### src/rtl/agc_pkg.sv
// Shared AGC definitions: FSM states, fixed widths, gain constants and the common clamp helper.
package agc_pkg;

    localparam int unsigned LEVEL_WIDTH     = 48;
    localparam int unsigned FRAC_BITS       = 18;
    localparam int unsigned DWIDTH          = 27;
    localparam int unsigned GAIN_WIDTH      = 18;
    localparam int unsigned GAIN_FRAC       = 16;
    localparam int unsigned GAIN_ONE        = 65536;
    localparam int unsigned ERR_WIDTH       = 31;
    localparam int unsigned LEVEL_INT_WIDTH = LEVEL_WIDTH - FRAC_BITS;
    localparam int unsigned PROD_WIDTH      = DWIDTH + GAIN_WIDTH + 1;
    localparam int unsigned SUM_WIDTH       = 32;

    localparam logic signed [63:0] DATA_MAX_S = (64'sd1 <<< (DWIDTH - 1)) - 64'sd1;
    localparam logic signed [63:0] DATA_MIN_S = -(64'sd1 <<< (DWIDTH - 1));

    typedef enum logic [1:0] {
        IDLE = 2'd0,
        CALC = 2'd1,
        HOLD = 2'd2
    } agc_state_e;

    // Sample plus the gain it must be multiplied by, carried together through stage 1.
    typedef struct packed {
        logic signed [DWIDTH-1:0] data;
        logic [GAIN_WIDTH-1:0]    gain;
    } gain_sample_t;

    function automatic logic signed [63:0] sat_clamp(
        input logic signed [63:0] x,
        input logic signed [63:0] lo,
        input logic signed [63:0] hi
    );
        logic signed [63:0] r;
        r = x;
        if (x < lo) r = lo;
        if (x > hi) r = hi;
        return r;
    endfunction

endpackage

### src/rtl/agc_gain_control_if.sv
// Level-estimate, sample-stream and status signals of the AGC gain controller.
interface agc_gain_control_if;
    import agc_pkg::*;

    logic                          level_valid;
    logic signed [LEVEL_WIDTH-1:0] level;
    logic signed [DWIDTH-1:0]      target;
    logic                          freeze;
    logic                          data_valid;
    logic signed [DWIDTH-1:0]      data_in;
    logic                          data_valid_out;
    logic signed [DWIDTH-1:0]      data_out;
    logic [GAIN_WIDTH-1:0]         gain;
    logic                          locked;
    logic                          busy;

    modport master (
        output level_valid, level, target, freeze, data_valid, data_in,
        input  data_valid_out, data_out, gain, locked, busy
    );

    modport slave (
        input  level_valid, level, target, freeze, data_valid, data_in,
        output data_valid_out, data_out, gain, locked, busy
    );

endinterface

### src/rtl/agc_gain_apply.sv
// Two-stage sample gain path: capture sample+gain, then 27x18 multiply, floor shift and saturate.
module agc_gain_apply
    import agc_pkg::*;
(
    input  logic                     clk,
    input  logic                     rst_n,
    input  logic                     in_valid,
    input  logic signed [DWIDTH-1:0] in_data,
    input  logic [GAIN_WIDTH-1:0]    in_gain,
    output logic                     out_valid,
    output logic signed [DWIDTH-1:0] out_data
);

    logic                     s1_valid_q, s1_valid_d;
    gain_sample_t             s1_q, s1_d;
    logic                     out_valid_q, out_valid_d;
    logic signed [DWIDTH-1:0] out_data_q, out_data_d;

    logic signed [PROD_WIDTH-1:0] prod_c;
    logic signed [PROD_WIDTH-1:0] shr_c;
    logic signed [63:0]           shr_ext_c;
    logic signed [DWIDTH-1:0]     sat_data_c;

    // Gain is unsigned, so it enters the signed multiply with a zero sign bit.
    assign prod_c     = s1_q.data * $signed({1'b0, s1_q.gain});
    assign shr_c      = prod_c >>> GAIN_FRAC;
    assign shr_ext_c  = $signed({{(64 - PROD_WIDTH){shr_c[PROD_WIDTH-1]}}, shr_c});
    assign sat_data_c = DWIDTH'(sat_clamp(shr_ext_c, DATA_MIN_S, DATA_MAX_S));

    always_comb begin
        s1_valid_d  = in_valid;
        s1_d        = '{data: in_data, gain: in_gain};
        out_valid_d = s1_valid_q;
        out_data_d  = out_data_q;
        if (s1_valid_q) begin
            out_data_d = sat_data_c;
        end
    end

    always_ff @(posedge clk or negedge rst_n) begin
        if (!rst_n) begin
            s1_valid_q  <= 1'b0;
            s1_q        <= '0;
            out_valid_q <= 1'b0;
            out_data_q  <= '0;
        end else begin
            s1_valid_q  <= s1_valid_d;
            s1_q        <= s1_d;
            out_valid_q <= out_valid_d;
            out_data_q  <= out_data_d;
        end
    end

    assign out_valid = out_valid_q;
    assign out_data  = out_data_q;

endmodule

### src/rtl/agc_gain_control.sv
// AGC closed-loop gain controller: level error -> step integrator -> clamped Q2.16 gain, lock
// detection, and the gained sample stream.
module agc_gain_control
    import agc_pkg::*;
#(
    parameter int unsigned GAIN_INIT   = 65536,
    parameter int unsigned GAIN_MIN    = 256,
    parameter int unsigned GAIN_MAX    = 262143,
    parameter int unsigned STEP_SHIFT  = 8,
    parameter int unsigned HOLD_CYCLES = 16,
    parameter int unsigned LOCK_TOL    = 16,
    parameter int unsigned LOCK_COUNT  = 4
) (
    input  logic              clk,
    input  logic              rst_n,
    agc_gain_control_if.slave bus
);

    localparam int unsigned HOLD_W = (HOLD_CYCLES > 1) ? $clog2(HOLD_CYCLES) : 1;
    localparam int unsigned LOCK_W = $clog2(LOCK_COUNT + 1);

    agc_state_e                  state_q, state_d;
    logic signed [ERR_WIDTH-1:0] err_q, err_d;
    logic [GAIN_WIDTH-1:0]       gain_q, gain_d;
    logic [LOCK_W-1:0]           lock_cnt_q, lock_cnt_d;
    logic                        locked_q, locked_d;
    logic [HOLD_W-1:0]           hold_cnt_q, hold_cnt_d;
    logic                        busy_q, busy_d;

    logic signed [LEVEL_INT_WIDTH-1:0] level_int_c;
    logic signed [ERR_WIDTH-1:0]       err_c;
    logic signed [ERR_WIDTH-1:0]       step_c;
    logic signed [SUM_WIDTH-1:0]       sum_c;
    logic signed [63:0]                sum_ext_c;
    logic [ERR_WIDTH-1:0]              abs_err_c;
    logic                              in_tol_c;
    logic                              unused_level_frac;

    // Integer part of the EMA level; both operands sign-extended so the difference cannot wrap.
    assign level_int_c = bus.level[LEVEL_WIDTH-1:FRAC_BITS];
    assign err_c = $signed({{(ERR_WIDTH - DWIDTH){bus.target[DWIDTH-1]}}, bus.target})
                 - $signed({{(ERR_WIDTH - LEVEL_INT_WIDTH){level_int_c[LEVEL_INT_WIDTH-1]}}, level_int_c});
    assign unused_level_frac = ^bus.level[FRAC_BITS-1:0];

    assign step_c    = err_q >>> STEP_SHIFT;
    assign sum_c     = $signed({{(SUM_WIDTH - ERR_WIDTH){step_c[ERR_WIDTH-1]}}, step_c})
                     + $signed(SUM_WIDTH'(gain_q));
    assign sum_ext_c = $signed({{(64 - SUM_WIDTH){sum_c[SUM_WIDTH-1]}}, sum_c});
    assign abs_err_c = err_q[ERR_WIDTH-1] ? ERR_WIDTH'(-err_q) : ERR_WIDTH'(err_q);
    assign in_tol_c  = (abs_err_c <= ERR_WIDTH'(LOCK_TOL));

    always_comb begin
        state_d    = state_q;
        err_d      = err_q;
        gain_d     = gain_q;
        lock_cnt_d = lock_cnt_q;
        locked_d   = locked_q;
        hold_cnt_d = hold_cnt_q;

        unique case (state_q)
            IDLE: begin
                if (bus.level_valid && !bus.freeze) begin
                    err_d   = err_c;
                    state_d = CALC;
                end
            end
            CALC: begin
                gain_d = GAIN_WIDTH'(sat_clamp(sum_ext_c, 64'(GAIN_MIN), 64'(GAIN_MAX)));
                if (in_tol_c) begin
                    if (lock_cnt_q != LOCK_W'(LOCK_COUNT)) begin
                        lock_cnt_d = lock_cnt_q + LOCK_W'(1);
                    end
                end else begin
                    lock_cnt_d = '0;
                end
                locked_d   = (lock_cnt_d == LOCK_W'(LOCK_COUNT));
                hold_cnt_d = HOLD_W'(HOLD_CYCLES - 1);
                state_d    = HOLD;
            end
            HOLD: begin
                if (hold_cnt_q == '0) begin
                    state_d = IDLE;
                end else begin
                    hold_cnt_d = hold_cnt_q - HOLD_W'(1);
                end
            end
            default: state_d = IDLE;
        endcase

        busy_d = (state_d != IDLE);
    end

    always_ff @(posedge clk or negedge rst_n) begin
        if (!rst_n) begin
            state_q    <= IDLE;
            err_q      <= '0;
            gain_q     <= GAIN_WIDTH'(GAIN_INIT);
            lock_cnt_q <= '0;
            locked_q   <= 1'b0;
            hold_cnt_q <= '0;
            busy_q     <= 1'b0;
        end else begin
            state_q    <= state_d;
            err_q      <= err_d;
            gain_q     <= gain_d;
            lock_cnt_q <= lock_cnt_d;
            locked_q   <= locked_d;
            hold_cnt_q <= hold_cnt_d;
            busy_q     <= busy_d;
        end
    end

    logic                     dp_valid;
    logic signed [DWIDTH-1:0] dp_data;

    agc_gain_apply u_apply (
        .clk       (clk),
        .rst_n     (rst_n),
        .in_valid  (bus.data_valid),
        .in_data   (bus.data_in),
        .in_gain   (gain_q),
        .out_valid (dp_valid),
        .out_data  (dp_data)
    );

    assign bus.data_valid_out = dp_valid;
    assign bus.data_out       = dp_data;
    assign bus.gain           = gain_q;
    assign bus.locked         = locked_q;
    assign bus.busy           = busy_q;

endmodule

### src/flat_wrapper.sv
// flat-port wrapper written by rule: the top's interface ports become plain ports
module agc_gain_control_flat import agc_pkg::*;
#(
    parameter int unsigned GAIN_INIT   = 65536,
    parameter int unsigned GAIN_MIN    = 256,
    parameter int unsigned GAIN_MAX    = 262143,
    parameter int unsigned STEP_SHIFT  = 8,
    parameter int unsigned HOLD_CYCLES = 16,
    parameter int unsigned LOCK_TOL    = 16,
    parameter int unsigned LOCK_COUNT  = 4
)
  (clk, rst_n, bus_level_valid, bus_level, bus_target, bus_freeze, bus_data_valid, bus_data_in, bus_data_valid_out, bus_data_out, bus_gain, bus_locked, bus_busy);
  agc_gain_control_if bus_i ();
  input  logic clk;
  input  logic rst_n;
  input wire logic [$bits(bus_i.level_valid)-1:0] bus_level_valid;
  input wire logic [$bits(bus_i.level)-1:0] bus_level;
  input wire logic [$bits(bus_i.target)-1:0] bus_target;
  input wire logic [$bits(bus_i.freeze)-1:0] bus_freeze;
  input wire logic [$bits(bus_i.data_valid)-1:0] bus_data_valid;
  input wire logic [$bits(bus_i.data_in)-1:0] bus_data_in;
  output wire logic [$bits(bus_i.data_valid_out)-1:0] bus_data_valid_out;
  output wire logic [$bits(bus_i.data_out)-1:0] bus_data_out;
  output wire logic [$bits(bus_i.gain)-1:0] bus_gain;
  output wire logic [$bits(bus_i.locked)-1:0] bus_locked;
  output wire logic [$bits(bus_i.busy)-1:0] bus_busy;
  assign bus_i.level_valid = bus_level_valid;
  assign bus_i.level = bus_level;
  assign bus_i.target = bus_target;
  assign bus_i.freeze = bus_freeze;
  assign bus_i.data_valid = bus_data_valid;
  assign bus_i.data_in = bus_data_in;
  assign bus_data_valid_out = bus_i.data_valid_out;
  assign bus_data_out = bus_i.data_out;
  assign bus_gain = bus_i.gain;
  assign bus_locked = bus_i.locked;
  assign bus_busy = bus_i.busy;
  agc_gain_control #(.GAIN_INIT(GAIN_INIT), .GAIN_MIN(GAIN_MIN), .GAIN_MAX(GAIN_MAX), .STEP_SHIFT(STEP_SHIFT), .HOLD_CYCLES(HOLD_CYCLES), .LOCK_TOL(LOCK_TOL), .LOCK_COUNT(LOCK_COUNT)) u_core (.clk(clk), .rst_n(rst_n), .bus(bus_i));
endmodule
### config.mk
export PLATFORM = sky130hd
export DESIGN_NAME = agc_gain_control_flat
export DESIGN_NICKNAME = d
export VERILOG_FILES = /design/src/rtl/agc_pkg.sv /design/src/rtl/agc_gain_control_if.sv /design/src/rtl/agc_gain_apply.sv /design/src/rtl/agc_gain_control.sv /design/src/flat_wrapper.sv
export SDC_FILE = /design/constraint.sdc
export NUM_CORES = 2
export LEC_CHECK = 0
export CORE_UTILIZATION = 60
export CTS_BUF_LIST = sky130_fd_sc_hd__clkbuf_4 sky130_fd_sc_hd__clkbuf_8
export CTS_CLUSTER_SIZE = 24
export DETAILED_ROUTE_END_ITERATION = 7
export PLACE_DENSITY = 0.77
export RECOVER_POWER = 50
export SLEW_MARGIN = 20
export SYNTH_ARGS = -nofsm -noshare
export SYNTH_HDL_FRONTEND = slang
export SYNTH_SLANG_ARGS = --single-unit
### constraint.sdc
create_clock -name clk -period 9.7 [get_ports clk]
set_input_delay 0.97 -clock clk [delete_from_list [all_inputs] [get_ports clk]]
set_output_delay 0.97 -clock clk [all_outputs]
set_load 0.01 [all_outputs]
=== After elaboration in Yosys (flattened, before gate mapping) ===
Index checks and enable logic that the tools add are counted.

* Bits in registers: 134
* Word-level logic and storage cells: 49

* Add/subtract/negate cells: 5
* $mul: 1
* $lt $le $gt $ge: 5
* Eq/ne operators: 5
* Multiplexer cells: 13
* Reduce and logical (&&, ||, !) cells: 8

{| class="wikitable"
|+ Operator list
! cell !! count
|-
| 27-bit 2-to-1 mux || 2
|-
| 27-bit by 19-bit multiplier with 46-bit output || 1
|-
| 18-bit 2-to-1 mux || 2
|-
| 31-bit by 5-bit <= comparator with 1-bit output, second input constant || 1
|-
| 31-bit 2-to-1 mux || 1
|-
| 31-bit negation || 1
|-
| 27-bit by 30-bit subtractor with 31-bit output || 1
|-
| 30-bit by 27-bit greater-than comparator with 1-bit output, second input constant || 1
|-
| 30-bit by 27-bit < comparator with 1-bit output, second input constant || 1
|-
| 23-bit by 19-bit adder with 24-bit output || 1
|-
| 24-bit by 19-bit greater-than comparator with 1-bit output, second input constant || 1
|-
| 24-bit by 10-bit < comparator with 1-bit output, second input constant || 1
|-
| 3-bit 2-to-1 mux || 3
|-
| 4-bit case mux with 2 select lines || 1
|-
| 2-bit case mux with 3 select lines || 1
|-
| 4-bit zero test || 1
|-
| 2-bit 2-to-1 mux || 2
|-
| 4-bit 2-to-1 mux || 1
|-
| 2-bit AND reduction || 2
|-
| 2-bit nonzero test || 2
|-
| 4-bit by 1-bit subtractor with 4-bit output, second input constant || 1
|-
| 3-bit by 1-bit adder with 3-bit output, second input constant || 1
|-
| 3-bit equality test, second input constant || 1
|-
| 3-bit inequality test, second input constant || 1
|-
| 6 further kinds || 6
|}

=== Longest topological paths before layout ===
* Depth after elaboration: 6
* Depth in mapped cells: 27

=== Modules after synthesis ===
A second synthesis with hierarchy kept.

* Cells, all modules: 2823
* Area total of the unflattened synthesis: 25654.6 um^2

{| class="wikitable"
|+ Modules (own cells, without submodules)
! module !! times used !! cells an instance !! area an instance (um^2)
|-
| agc_gain_apply || 1 || 2131 || 20041.7
|-
| agc_gain_control || 1 || 692 || 5612.9
|}

=== Worst setup path after synthesis ===
No wires, ideal clock.

* Path type: flip-flop to flip-flop
* Start point: register u_core.u_apply.s1_q[1] in the netlist's numbering
* End point: register u_core.u_apply.out_data_q[10] (netlist: u_core.u_apply.out_data[10])
* Library setup time: 0.126 ns
* Arrival time: 7.063 ns
* Required time: 9.574 ns
* Setup slack: 2.511 ns
* Cell stages (with the launch flop): 25
* Period minus slack after synthesis: 7.189 ns
* Cell sequence: dfrtp_1 -> and2_1 -> fa_1 -> inv_1 -> fa_1 -> fa_1 -> inv_1 -> fa_1 -> fa_1 -> inv_1 -> fa_1 -> inv_1 -> ha_1 -> clkbuf_1 -> nand3_1 -> a21oi_1 -> a211o_1 -> a21o_1 -> a22o_1 -> o31a_1 -> nor3_1 -> or2_1 -> o2bb2ai_1 -> buf_2 -> a21oi_1

* Cells in the longest elaborated chain, start to end: 4

{| class="wikitable"
|+ RTL lines
! element !! line !! text
|-
| from (decl) || agc_gain_apply.sv:15 || <nowiki>gain_sample_t s1_q, s1_d;</nowiki>
|-
| from (signal assigned) || agc_gain_apply.sv:43 || <nowiki>s1_q <= '0;</nowiki>
|-
| from (signal assigned) || agc_gain_apply.sv:48 || <nowiki>s1_q <= s1_d;</nowiki>
|-
| 27-bit by 19-bit multiplier with 46-bit output * || agc_gain_apply.sv:25 || <nowiki>assign prod_c = s1_q.data * $signed({1'b0, s1_q.gain});</nowiki>
|-
| 30-bit by 27-bit < comparator with 1-bit output || agc_pkg.sv:37 || <nowiki>if (x < lo) r = lo;</nowiki>
|-
| 27-bit 2-to-1 mux || agc_pkg.sv:37 ||
|-
| 27-bit 2-to-1 mux * || agc_pkg.sv:38 || <nowiki>if (x > hi) r = hi;</nowiki>
|-
| to (signal assigned) || agc_gain_apply.sv:50 || <nowiki>out_data_q <= out_data_d;</nowiki>
|-
| to (decl) || agc_gain_apply.sv:17 || <nowiki>logic signed [DWIDTH-1:0] out_data_q, out_data_d;</nowiki>
|}

Mark *: on every way between the ends. The rest lies on a longest branch, timed or not.
A chain may end at the register's enable or synchronous reset.

=== Worst setup path after layout ===
* Start point: register u_core.u_apply.s1_q[1] in the netlist's numbering
* End point: register u_core.u_apply.out_data_q[23] (netlist: u_core.u_apply.out_data[23])

The elaborated chain is that of the path after synthesis.

==> reports/results.tsv <==
stage	metric	value	unit
timing	Setup TNS	0	ns
finish	commonest non-fill, non-tap cell in the layout	inv_1	
timing	Final Max Slew Viols	200	
critical_path	CP delay by family, top	adder cells	
die	IO Count	155	
synthesis	Yosys reg bits	134	
timing	Fin. Hold Viols	0	
critical_path	WP data required	10.16	ns
synthesis	Syn Inst Count	2865	
finish	Area Overhead vs Synth	8.227	%
die	Die X	208.0	um
cts	# Post-CTS Setup Buffers	0	
critical_path	Crit path largest cell delay	1.07	ns
cts	CTS Sinks	134	
synthesis	sequential share of the synthesized area	13.17	%
die	Rows	75	
cts	CTS Hold Bufs	0	
timing	Final min period	8.824	ns
timing	RSZ-0062 raised after global routing	no	
die	core area	41950	um2
finish	register area	3358	um2
die	DIE AREA	43280	um2
finish	area occupied by multi-input gates	19300	um2
synthesis	syn_nets	3615	
routing	final wirelength	65.73	mm
routing	antenna viol nets, final	0	
critical_path	crit path cell chain	and2_1 -> fa_1 -> inv_1 -> fa_1 -> fa_1 -> inv_1 -> fa_1 -> fa_1 -> inv_1 -> fa_1 -> inv_1 -> ha_1 -> nand4_1 -> nor4_1 -> and2_1 -> a21boi_0 -> a41o_1 -> or3_1 -> o2111ai_1 -> o22ai_2 -> buf_4 -> o2111ai_1 -> a21oi_1	
timing	fmax	113.3	MHz
finish	most frequent cells in the layout	637 x inv_1, 478 x fa_1, 322 x and2_1	
critical_path	critical path endpoint category	register	
finish	share of cells above drive strength 1	2.824	%
synthesis	Syn. warnings	0	
finish	antenna cells	0	
cts	Clk pin slew, worst setup/hold paths	0.09	ns
outcome	failing checks	capacitance limit, slew limit	
timing	Final Setup Violations	0	
global_route	GRT overflow	0	
routing	Wirelength per Cell	18.90	um
placed_design	input/output buffers	136	
critical_path	Worst Path Arrival	9.29	ns
cts	clock root cell	clkbuf_8	
synthesis	FFs w/ async S/R, synth	100.0	%
routing	drt first pass iters	7	
synthesis	number of flops mapped to enable cells by yosys	0	
timing	Slew @ Worst Pin	3.992	ns
synthesis	area leader, netlist	fa_1	
timing	Final period util	90.97	%
synthesis	top cells by area, synth	fa_1 38%, dfrtp_1 13%, inv_1 9.4%, ha_1 8.1%, and2_1 7.9%	
cts	CTS Buffer Depth	2	
critical_path	crit start category	register	
global_route	Tot GR Track Use	32.81	%
routing	Initial DRC Count	1276	
cts	worst skew pair latency	0.54	ns
placed_design	Detail Placement HPWL	52.28	mm
routing	total vias in the final route	19642	
critical_path	Worst Path Buf+Inv	5	
cts	post-CTS sizing	0	
hold_path	Hold Crit Class	register to register	
global_route	first-pass GRT wire length	110.1	mm
die	Initial Util	60.73	%
critical_path	Crit Path Max Fanout	27	
cts	CTS tree	built	
placed_design	GP Congestion	0.9267	
global_route	antenna violations before repair	2	
critical_path	Setup CP Type	register to register	
synthesis	Post-Syn Area	25470	um2
global_route	vias in the first global route	21240	
synthesis	share of the synthesized area in the top cell type	37.57	%
die	Die H	208.0	um
finish	fin nets	3676	
routing	Remaining DRCs	0	
synthesis	top_reg_cell synth	dfrtp_1	
cts	CTS Buf Count	17	
timing	worst rel slew slack	-166.1	%
outcome	status	complete, but fails checks	
finish	Fillers	3496	
synthesis	Mapped Avg Cell Area	8.891	um2
critical_path	CP max stage cell	dfrtp_1	
run	max-capacitance violation count	3	
timing	clock skew	0.01875	ns
routing	Via-to-Cell Ratio	5.647	
synthesis	Yosys cell types	87	
critical_path	crit-path most repeated cell	fa_1	
cts	H-tree Lvls	4	
global_route	largest net degree at the start of global routing	75	
==> area by class of cell <==
class,instances,share of cell area [%]
Inverter,638,8.687
Clock buffer,21,1.026
Sequential cell,134,12.18
Multi-Input combinational cell,1983,70.01
Tap cell,539,2.446
Clock inverter,11,0.3222
Timing Repair Buffer,152,5.324
==> cell usage after synthesis (all sizes together) (7+ instances only) <==
library cell,instances
nor3,21
nand3,24
xnor2,48
ha,165
o211ai,14
clkbuf,98
o21bai,15
o21a,9
and2,323
or3,7
a31oi,9
fa,478
and3,14
o31ai,9
a211oi,8
o21ai,95
inv,637
nor2,102
a32oi,7
a21oi,121
dfrtp,133
nor4,11
a21o,30
buf,12
nand4,20
xor2,31
nand2,316
nand2b,13
==> registers in the layout, summed over array words and instances (netlist names) <==
| name | flops |
|---|---|
| u_core.u_apply.s1_q | 45 |
| u_core.err_q | 31 |
| u_core.u_apply.out_data | 27 |
| u_core.bus.gain | 18 |
| u_core.hold_cnt_q | 4 |
| u_core.lock_cnt_q | 3 |
| u_core.state_q | 2 |
| u_core.bus.busy | 1 |
| u_core.bus.locked | 1 |
| u_core.u_apply.out_valid | 1 |
| u_core.u_apply.out_valid_d | 1 |
==> metrics by stage <==
| step | instance area (um2) | setup slack (ns) | instances | hold slack, ns | util [%] |
|---|---|---|---|---|---|
| 3_3_place_gp | 27210 | 1.156 | 3446 | 0.4269 | 64.87 |
| 5_1_grt | 27570 | 0.4945 | 3478 | 0.4658 | 65.72 |
| 6_report | 27570 | 0.8757 | 3478 | 0.4529 | 65.72 |
| 3_5_place_dp | 27210 | 1.006 | 3446 | 0.4287 | 64.87 |
| 2_1_floorplan | 25470 | 2.511 | 2865 | 0.3843 | - |
| 4_1_cts | 27580 | 0.9851 | 3478 | 0.4339 | 65.75 |
==> layer usage <==
metal | global-route usage [%] | share of wire (%)
met1 | 41.27 | 39
met2 | 55.83 | 50
met3 | 5.600 | 6.3
met4 | 14.51 | 4.5
met5 | 0 | 0
==> logic make-up (layout without fill, tap and decap cells) <==
logic type      Yosys count  count (layout)  share of synthesized area (%)
xor+xnor                 79              79                          2.716
mux                       8               8                         0.3438
fa+ha+maj               643             643                          45.67
flops                   134             134                          13.17
simple gates            880             880                          17.60
buf+inv                 748             822                          11.08
compound gates          373             373                          9.421
==> final timing paths <==
path / from / end / slack, ns / cells past startpoint
hold / removal: u_core.bus.gain[0] / u_core.u_apply.s1_q[0] / 0.45 / 0
setup reg to reg: u_core.u_apply.s1_q[1] / u_core.u_apply.out_data[23] / 0.88 / 23
max in group asynchronous: rst_n / u_core.u_apply.s1_q[15] / 2.45 / 2
hold reg to reg: u_core.bus.gain[0] / u_core.u_apply.s1_q[0] / 0.45 / 0
min in group asynchronous: rst_n / u_core.hold_cnt_q[1] / 1.73 / 1
setup / recovery: u_core.u_apply.s1_q[1] / u_core.u_apply.out_data[23] / 0.88 / 23
Power is left out: the tool's default activity adds up to more than one toggle a clock period on the data nets, which glitch-free logic cannot reach.
